<file path="config.mk">
export PLATFORM = sky130hd
export DESIGN_NAME = pll_reset_gen
export DESIGN_NICKNAME = d
export VERILOG_FILES = /design/src/rtl/pll_reset_gen.sv
export SDC_FILE = /design/constraint.sdc
export NUM_CORES = 1
export LEC_CHECK = 0
export CORE_ASPECT_RATIO = 1.75
export CORE_UTILIZATION = 38
export CTS_BUF_LIST = sky130_fd_sc_hd__clkbuf_4 sky130_fd_sc_hd__clkbuf_8
export DETAILED_ROUTE_END_ITERATION = 12
export GPL_ROUTABILITY_DRIVEN = 0
export PLACE_DENSITY_LB_ADDON = 0.25
export SYNTH_ARGS = -nofsm -noshare
export SYNTH_HDL_FRONTEND = slang
export SYNTH_SLANG_ARGS = --single-unit
</file>
<file path="constraint.sdc">
create_clock -name clk -period 1.57 [get_ports clk]
set_input_delay 0.2355 -clock clk [delete_from_list [all_inputs] [get_ports clk]]
set_output_delay 0.2355 -clock clk [all_outputs]
set_load 0.05 [all_outputs]
</file>
<file path="src/rtl/pll_reset_gen.sv">
// PLL lock consumer: synchronizes the asynchronous lock flag, waits out a stabilization
// window, then releases a synchronous active-low reset; filters glitches and counts losses.
module pll_reset_gen #(
  parameter int SYNC_STAGES   = 2,
  parameter int STABLE_CYCLES = 1024,
  parameter int GLITCH_CYCLES = 4
) (
  input  logic       clk,
  input  logic       rstn,
  input  logic       lock,
  input  logic       clear_count,
  output logic       sys_rstn,
  output logic       ready,
  output logic       lock_lost,
  output logic [7:0] loss_count,
  output logic [1:0] pll_state
);

  localparam int SW = (STABLE_CYCLES > 1) ? $clog2(STABLE_CYCLES) : 1;
  localparam int GW = (GLITCH_CYCLES > 1) ? $clog2(GLITCH_CYCLES) : 1;
  localparam logic [SW-1:0] STABLE_LAST = SW'(STABLE_CYCLES - 1);
  localparam logic [GW-1:0] GLITCH_LAST = GW'(GLITCH_CYCLES - 1);

  typedef enum logic [1:0] {
    IDLE   = 2'd0,
    STABLE = 2'd1,
    RUN    = 2'd2
  } state_t;

  state_t                 state, state_nxt;
  logic [SYNC_STAGES-1:0] sync;
  logic                   lock_s;
  logic [SW-1:0]          stable_cnt, stable_cnt_nxt;
  logic [GW-1:0]          glitch_cnt, glitch_cnt_nxt;
  logic                   loss;

  // Only the first flop of this chain ever sees the raw asynchronous lock.
  always_ff @(posedge clk) begin
    if (!rstn) sync <= '0;
    else       sync <= {sync[SYNC_STAGES-2:0], lock};
  end

  assign lock_s = sync[SYNC_STAGES-1];

  always_comb begin
    state_nxt      = state;
    stable_cnt_nxt = stable_cnt;
    glitch_cnt_nxt = glitch_cnt;
    loss           = 1'b0;
    case (state)
      IDLE: begin
        stable_cnt_nxt = '0;
        glitch_cnt_nxt = '0;
        if (lock_s) state_nxt = STABLE;
      end
      STABLE: begin
        if (!lock_s) begin
          state_nxt      = IDLE;
          stable_cnt_nxt = '0;
        end else if (stable_cnt == STABLE_LAST) begin
          state_nxt      = RUN;
          stable_cnt_nxt = '0;
          glitch_cnt_nxt = '0;
        end else begin
          stable_cnt_nxt = stable_cnt + 1'b1;
        end
      end
      RUN: begin
        if (lock_s) begin
          glitch_cnt_nxt = '0;
        end else if (glitch_cnt == GLITCH_LAST) begin
          state_nxt      = IDLE;
          glitch_cnt_nxt = '0;
          loss           = 1'b1;
        end else begin
          glitch_cnt_nxt = glitch_cnt + 1'b1;
        end
      end
      default: begin
        state_nxt      = IDLE;
        stable_cnt_nxt = '0;
        glitch_cnt_nxt = '0;
      end
    endcase
  end

  // loss_count steps on the same edge that raises lock_lost, so a clear in that
  // cycle lands on 1 rather than 0.
  always_ff @(posedge clk) begin
    if (!rstn) begin
      state      <= IDLE;
      stable_cnt <= '0;
      glitch_cnt <= '0;
      lock_lost  <= 1'b0;
      loss_count <= '0;
    end else begin
      state      <= state_nxt;
      stable_cnt <= stable_cnt_nxt;
      glitch_cnt <= glitch_cnt_nxt;
      lock_lost  <= loss;
      if (clear_count)                   loss_count <= {7'd0, loss};
      else if (loss && loss_count != '1) loss_count <= loss_count + 8'd1;
    end
  end

  assign sys_rstn  = (state == RUN);
  assign ready     = (state == RUN);
  assign pll_state = state;

endmodule

</file>
==> results of run 1 <==
cell usage in the layout, fill, tap and decap left out, types with 2 or more instances in the layout:
cell,instances
a21oi_1,4
and2_1,3
and3_1,4
buf_12,3
buf_4,27
clkbuf_8,3
clkdlybuf4s50_1,3
dfxtp_1,15
dfxtp_2,9
ha_1,2
inv_1,2
mux2i_1,2
nand2_1,14
nand2b_1,2
nand3_1,3
nand3b_1,2
nand4_1,6
nor2_1,13
nor2b_1,3
nor3_1,3
nor4_1,2
o211ai_1,2
o21ai_0,4
or3_1,2
xnor2_1,5
xor2_1,4
stage by stage:
step / hold slack, ps / setup slack, ps / cells / TNS [ps] / instance area (um^2)
final: 445 / 87.1 / 190 / 0 / 1550
after global routing: 498 / -8.74 / 190 / -8.74 / 1550
after CTS: 447 / 14.9 / 189 / 0 / 1520
after detailed placement: 426 / -6.34 / 185 / -6.34 / 1460
after global placement: 415 / 50.1 / 185 / 0 / 1460
after floorplan: 352 / 5.23 / 129 / 0 / 1170
worst max-delay path: stages (launching register included):
cell	delay [ps]
dfxtp_4	380
ha_4	140
and4bb_2	290
o211ai_1	160
or3_1	330
a21oi_1	120
path summary, 6_finish.rpt:
| path | startpoint | slack (ps) | endpoint | cells past startpoint |
|---|---|---|---|---|
| max | glitch_cnt[0]$_SDFFE_PN0P_ | 90 | loss_count[5]$_SDFFE_PP0P_ | 5 |
| max reg2reg | glitch_cnt[0]$_SDFFE_PN0P_ | 90 | loss_count[5]$_SDFFE_PP0P_ | 5 |
| min | sync[0]$_SDFF_PN0_ | 450 | sync[1]$_SDFF_PN0_ | 1 |
| min reg2reg | sync[0]$_SDFF_PN0_ | 450 | sync[1]$_SDFF_PN0_ | 1 |
cell families (layout without fill, tap and decap cells):
kind of cell | count (synthesis) | after routing | share of synthesized area
mux | 2 | 2 | 0.0173
flops | 25 | 25 | 0.433
buf+inv | 7 | 40 | 0.0325
fa+ha+maj | 3 | 3 | 0.0325
compound gates | 20 | 20 | 0.126
xor+xnor | 9 | 9 | 0.0682
simple gates | 63 | 63 | 0.291
state kept, by name (all words and copies together), names as in the netlist:
name,cells
glitch_cnt,2
lock_lost,1
loss_count,8
pll_state,2
stable_cnt,10
sync,2
layout make-up:
cell class                 instances  area share
inverter                           3     0.00890
clock buffer                       3      0.0267
tap                               28      0.0227
multi-input combinational         97       0.416
clock inverter                     1     0.00324
timing repair buffer              33       0.189
sequential                        25       0.333
what timing repair did:
item | in CTS | in global routing
gates cloned | 0 | 0
setup endpoints to repair | 7 | 12
gates resized for setup | 3 | 6
buffers inserted | 0 | 1
pin swaps | 0 | 2
power by group:
part           total [W]  internal, W  switching, W
logic          0.0000329    0.0000166     0.0000164
registers       0.000637     0.000635    0.00000237
clock network   0.000376     0.000178      0.000199
per-layer routing:
| layer | wire (um) | track usage | vias up |
|---|---|---|---|
| met4 | 121 | 0.139 | 0 |
| li1 | - | - | 528 |
| met5 | 0 | 0 | - |
| met2 | 1500 | 0.350 | 35 |
| met1 | 941 | 0.182 | 492 |
| met3 | 125 | 0.0312 | 12 |
==> results by group, run 1 <==
Run status
  • Failing checks: DRC
  • Status: finished, violations left

Detailed routing
  • Drt drc: 3
  • Via density: 5.62
  • Final ANT Viol Nets: 0
  • Initial drt markers: 29
  • First drt pass iteration count: 8
  • WL final: 2.69 mm
  • Vias post-DR: 1067
  • WL per Instance: 14.1 um

Cells and area
  • Diode count: 0
  • Net count, final: 170
  • Syn-to-layout area delta: 33.8%
  • Fillcell total: 262
  • Footprint of the multi-input gates: 643 um^2
  • Finished Core Util: 0.534
  • Storage cell area: 515 um^2
  • Share of layout cells above drive strength 1: 0.321

Clock tree
  • Hold buffer count at cts: 0
  • Clock buffer count from CTS: 3
  • CTS tree: built
  • Number of H-tree levels: 1
  • Clock-pin slew on the worst setup and hold paths: 80 ps
  • Clock root cell: clkbuf_8
  • CTS sink count: 25
  • Clock Tree Buf Depth: 2
  • Insertion delay to the later sink of the worst-skew pair: 270 ps

Global route
  • First-pass GRT wire length: 4.56 mm
  • Largest net degree at the start of global routing: 15
  • Antenna violations before repair: 0
  • Total GRT Usage: 0.189
  • Vias in the first global route: 1076
  • Overflow after GRT: 0

Floorplanning
  • Effective utilization at floorplan: 0.399
  • Die X-Extent: 43.7 um
  • IO Count: 17
  • Total die area: 0.00328 mm^2
  • CORE AREA: 0.00290 mm^2
  • Row count: 26
  • Die Height: 75.0 um

STA
  • Relative slew slack: 0.777
  • Max Fclk: 674 MHz
  • RSZ-0062 raised after global routing: yes
  • Final Hold Fails: 0
  • Slew @ Worst Pin: 335 ps
  • Max-slew violations: 0
  • Tcrit/Tclk final: 0.945
  • Endpoints failing setup: 0
  • Final worst path period need: 1480 ps
  • Max Clock Skew: 1.17 ps

Power
  • LEAKAGE: 0.627 nW
  • Pwr/cell area: 677 mW/mm^2
  • Worst vdd ir: 0.513 mV
  • Total Power: 0.00105 W

Worst setup path
  • Setup crit end kind: flop
  • CP Class: reg -> reg
  • Crit Path Max Fanout: 5
  • Required time of the critical path: 1770 ps
  • CP startpoint kind: flop
  • Arrival time at the worst endpoint: 1680 ps

Logic synthesis
  • Share of the synthesized area in the top cell type: 0.433
  • Mapped Cells: 129
  • Yosys top cell by area: dfxtp_1
  • Mapped Avg Cell Area: 8.96 um^2
  • Register area share after synthesis: 0.433
  • Post-Syn Area: 0.00116 mm^2
  • Top-count cell post-synth: dfxtp_1
  • Main synth FF type: dfxtp_1
  • Post-synth cell types: 41
  • EDFF count, synth: 0
  • Synth top area cells: dfxtp_1, nand2_1, nor2_1
  • Yosys warns: 0
  • Ys async rst share: 0
  • Mapped Nets: 136
  • #FFs+latches synth: 25
  • Synth cell count leaders: dfxtp_1, nand2_1, nor2_1, nand4_1, xnor2_1

Placed design
  • Count of input and output buffers: 16
  • DP HPWL: 2.12 mm

Hold path
  • Worst Hold Class: reg -> reg

Flow run
  • Max-cap violations: 0
(Power assumes the default switching activity.)
==> run 2: changes to the inputs <==
--- a/config.mk
+++ b/config.mk
@@ -11,6 +11,7 @@
 export DETAILED_ROUTE_END_ITERATION = 12
 export GPL_ROUTABILITY_DRIVEN = 0
 export PLACE_DENSITY_LB_ADDON = 0.25
+export SLEW_MARGIN = 25
 export SYNTH_ARGS = -nofsm -noshare
 export SYNTH_HDL_FRONTEND = slang
 export SYNTH_SLANG_ARGS = --single-unit
==> results of run 2 <==
Same layout as run 1: the final DEF is identical, and so are final timing and power.
==> run 3: changes to the inputs <==
--- a/config.mk
+++ b/config.mk
@@ -6,7 +6,7 @@
 export NUM_CORES = 1
 export LEC_CHECK = 0
 export CORE_ASPECT_RATIO = 1.75
-export CORE_UTILIZATION = 38
+export CORE_UTILIZATION = 40
 export CTS_BUF_LIST = sky130_fd_sc_hd__clkbuf_4 sky130_fd_sc_hd__clkbuf_8
 export DETAILED_ROUTE_END_ITERATION = 12
 export GPL_ROUTABILITY_DRIVEN = 0
==> results by group, run 3 (synthesis gave the netlist of run 1 again) <==
Detailed routing
  • Vias post-DR: 1063 (-0.37%)
  • Initial drt markers: 19 (-34%)
  • WL final: 2.70 mm (+0.48%)
  • Final ANT Viol Nets: 0 (unchanged)
  • Drt drc: 0 (-3)
  • WL per Instance: 14.1 um (about the same)
  • Via density: 5.57 (-0.90%)
  • First drt pass iteration count: 4 (-4)

STA
  • Final worst path period need: 1520 ps (+38.3 ps)
  • Max-slew violations: 0 (unchanged)
  • Max Clock Skew: 3.21 ps (+2.04 ps)
  • Final Hold Fails: 0 (unchanged)
  • Slew @ Worst Pin: 362 ps (+27.4 ps)
  • Tcrit/Tclk final: 0.969 (+0.0244)
  • Relative slew slack: 0.756 (-0.0205)
  • Max Fclk: 657 MHz (-2.5%)
  • Endpoints failing setup: 0 (unchanged)
  • Final Worst Setup Slack: 48.8 ps (-38.3 ps)

Clock tree
  • Clock Tree Buf Depth: 2 (unchanged)
  • Insertion delay to the later sink of the worst-skew pair: 270 ps (about the same)
  • Number of H-tree levels: 1 (unchanged)
  • Clock buffer count from CTS: 3 (unchanged)
  • Clock-pin slew on the worst setup and hold paths: 80 ps (about the same)
  • Hold buffer count at cts: 0 (unchanged)
  • CTS sink count: 25 (unchanged)
  • Clock root cell: clkbuf_8
  • CTS tree: built

Worst setup path
  • R2r startpoint: glitch_cnt[0]$_SDFFE_PN0P_
  • Setup crit end kind: flop
  • CP startpoint kind: flop
  • CP max stage cell: or3_4
  • Flop2flop setup slack: 50 ps (-40 ps)
  • CP Cell Sequence: ha_4 -> and4bb_2 -> o211ai_2 -> or3_4 -> a21oi_2
  • Reg2reg end: loss_count[4]$_SDFFE_PP0P_
  • Crit Path Max Fanout: 5 (unchanged)
  • CP Class: reg -> reg
  • Arrival time at the worst endpoint: 1730 ps (+50 ps)
  • Max incr delay on CP: 380 ps (about the same)
  • Worst r2r path cells: 5 (unchanged)
  • Required time of the critical path: 1770 ps (about the same)

Cells and area
  • Finished Core Util: 0.570 (+0.0355)
  • Share of layout cells above drive strength 1: 0.329 (+0.00828)
  • Footprint of the multi-input gates: 646 um^2 (+0.39%)
  • Biggest registers after layout: stable_cnt x10, loss_count x8
  • Layout Cell Area excl Fill: 0.00155 mm^2 (+0.24%)
  • Syn-to-layout area delta: 34.1%
  • Net count, final: 172 (+1.2%)
  • Max reg flops: 10 (unchanged)
  • Commonest non-fill, non-tap cells in the layout: buf_4, dfxtp_1, nand2_1
  • Fillcell total: 238 (-9.2%)
  • Commonest non-fill, non-tap cell in the layout: buf_4
  • Biggest register: stable_cnt
  • Non-Filler Instances: 191 (+0.53%)
  • Diode count: 0 (unchanged)
  • Storage cell area: 513 um^2 (-0.49%)

Floorplanning
  • Row count: 25 (-3.8%)
  • IO Count: 17 (unchanged)
  • Total die area: 0.00312 mm^2 (-4.8%)
  • Die Height: 73.1 um (-2.5%)
  • Die X-Extent: 42.6 um (-2.4%)
  • Effective utilization at floorplan: 0.425 (+0.0255)
  • CORE AREA: 0.00272 mm^2 (-6.0%)

Placed design
  • DP Cell Count: 184 (-0.54%)
  • DP HPWL: 2.09 mm (-1.0%)
  • DP Area: 0.00145 mm^2 (-0.94%)
  • Count of input and output buffers: 16 (unchanged)
  • Dpl ws: -9.27 ps (-2.92 ps)

Flow run
  • Max-cap violations: 0 (unchanged)

Power
  • Worst vdd ir: 0.456 mV (-11%)
  • LEAKAGE: 0.637 nW (+1.5%)
  • Pwr/cell area: 689 mW/mm^2 (+1.9%)

Global route
  • Total GRT Usage: 0.196 (+0.00679)
  • Largest net degree at the start of global routing: 14 (-1)
  • Antenna violations before repair: 0 (unchanged)
  • Vias in the first global route: 1066 (-0.93%)
  • First-pass GRT wire length: 4.63 mm (+1.5%)
  • Overflow after GRT: 0 (unchanged)

Hold path
  • WHS Path Cells: 1 (unchanged)
  • Worst Hold Class: reg -> reg
  • Worst Hold End: sync[1]$_SDFF_PN0_
  • Hold_sp: sync[0]$_SDFF_PN0_

Run status
  • Status: finished, final reports clean
-- run 3: changes by cell type in the layout (fill, tap and decap cells not counted), sizes merged --
cell | previous run | this run
buf | 30 | 32
clkbuf | 3 | 4
clkinv | 1 | 0
-- run 3: timing repair --
action,CTS,global route
setup buffers,2,1
hold endpoints to repair,0,0
pin swaps,0,1
endpoints found under the setup margin,1,11
resized for setup,2,7
-- run 3: worst max-delay path by stage --
stage | start | to | slack (ps) | depth (start not counted)
detailed placement | glitch_cnt[0]$_SDFFE_PN0P_ | loss_count[4]$_SDFFE_PP0P_ | -9 | 5
global placement | stable_cnt[0]$_SDFFE_PN0N_ | stable_cnt[9]$_SDFFE_PN0N_ | 80 | 5
CTS | glitch_cnt[1]$_SDFFE_PN0P_ | loss_count[4]$_SDFFE_PP0P_ | 20 | 5
floorplan | pll_state[0]$_SDFFE_PN0P_ | stable_cnt[9]$_SDFFE_PN0N_ | 5 | 5
global route | glitch_cnt[0]$_SDFFE_PN0P_ | loss_count[4]$_SDFFE_PP0P_ | -3 | 5
finish | glitch_cnt[0]$_SDFFE_PN0P_ | loss_count[4]$_SDFFE_PP0P_ | 50 | 5
-- run 3: metal layers --
metal / part of all wire / wire length (um) / GRT usage / vias up
met5: 0 / 0 / 0 / -
met1: 0.38 / 1020 / 0.190 / 505
met2: 0.57 / 1550 / 0.375 / 20
li1: - / - / - / 533
met3: 0.022 / 60 / 0.0248 / 5
met4: 0.024 / 65 / 0.118 / 0
-- run 3: worst max-delay path, delay by kind of cell, from the launching register on --
kind                       cells  cell delay (ps)
AOI/OAI and AO/OA              2              260
adders and majority gates      1              150
DFF                            1              360
and+or+nand+nor                2              680
-- run 3: power breakdown --
part | total (W) | switching (W) | internal [W]
Combinational | 0.0000311 | 0.0000160 | 0.0000151
Sequential | 0.000638 | 0.00000206 | 0.000636
Clock | 0.000399 | 0.000200 | 0.000199
Total | 0.00107 | 0.000218 | 0.000851
-- run 3: per-stage QoR --
stage / hold slack (ps) / power (W) / TNS (ps)
after floorplan: 352 / 0.000670 / 0
after global placement: 414 / 0.000684 / 0
final: 442 / 0.00107 / 0
after global routing: 469 / 0.00111 / -2.91
after detailed placement: 424 / 0.000684 / -9.27
after CTS: 447 / 0.00108 / 0
-- run 3: layout make-up --
| type | count | area share |
|---|---|---|
| Sequential cell | 25 | 0.331 |
| Clock buffer | 4 | 0.0315 |
| Timing Repair Buffer | 35 | 0.190 |
| Multi-Input combinational cell | 97 | 0.416 |
| Inverter | 3 | 0.00888 |
| Tap cell | 27 | 0.0218 |
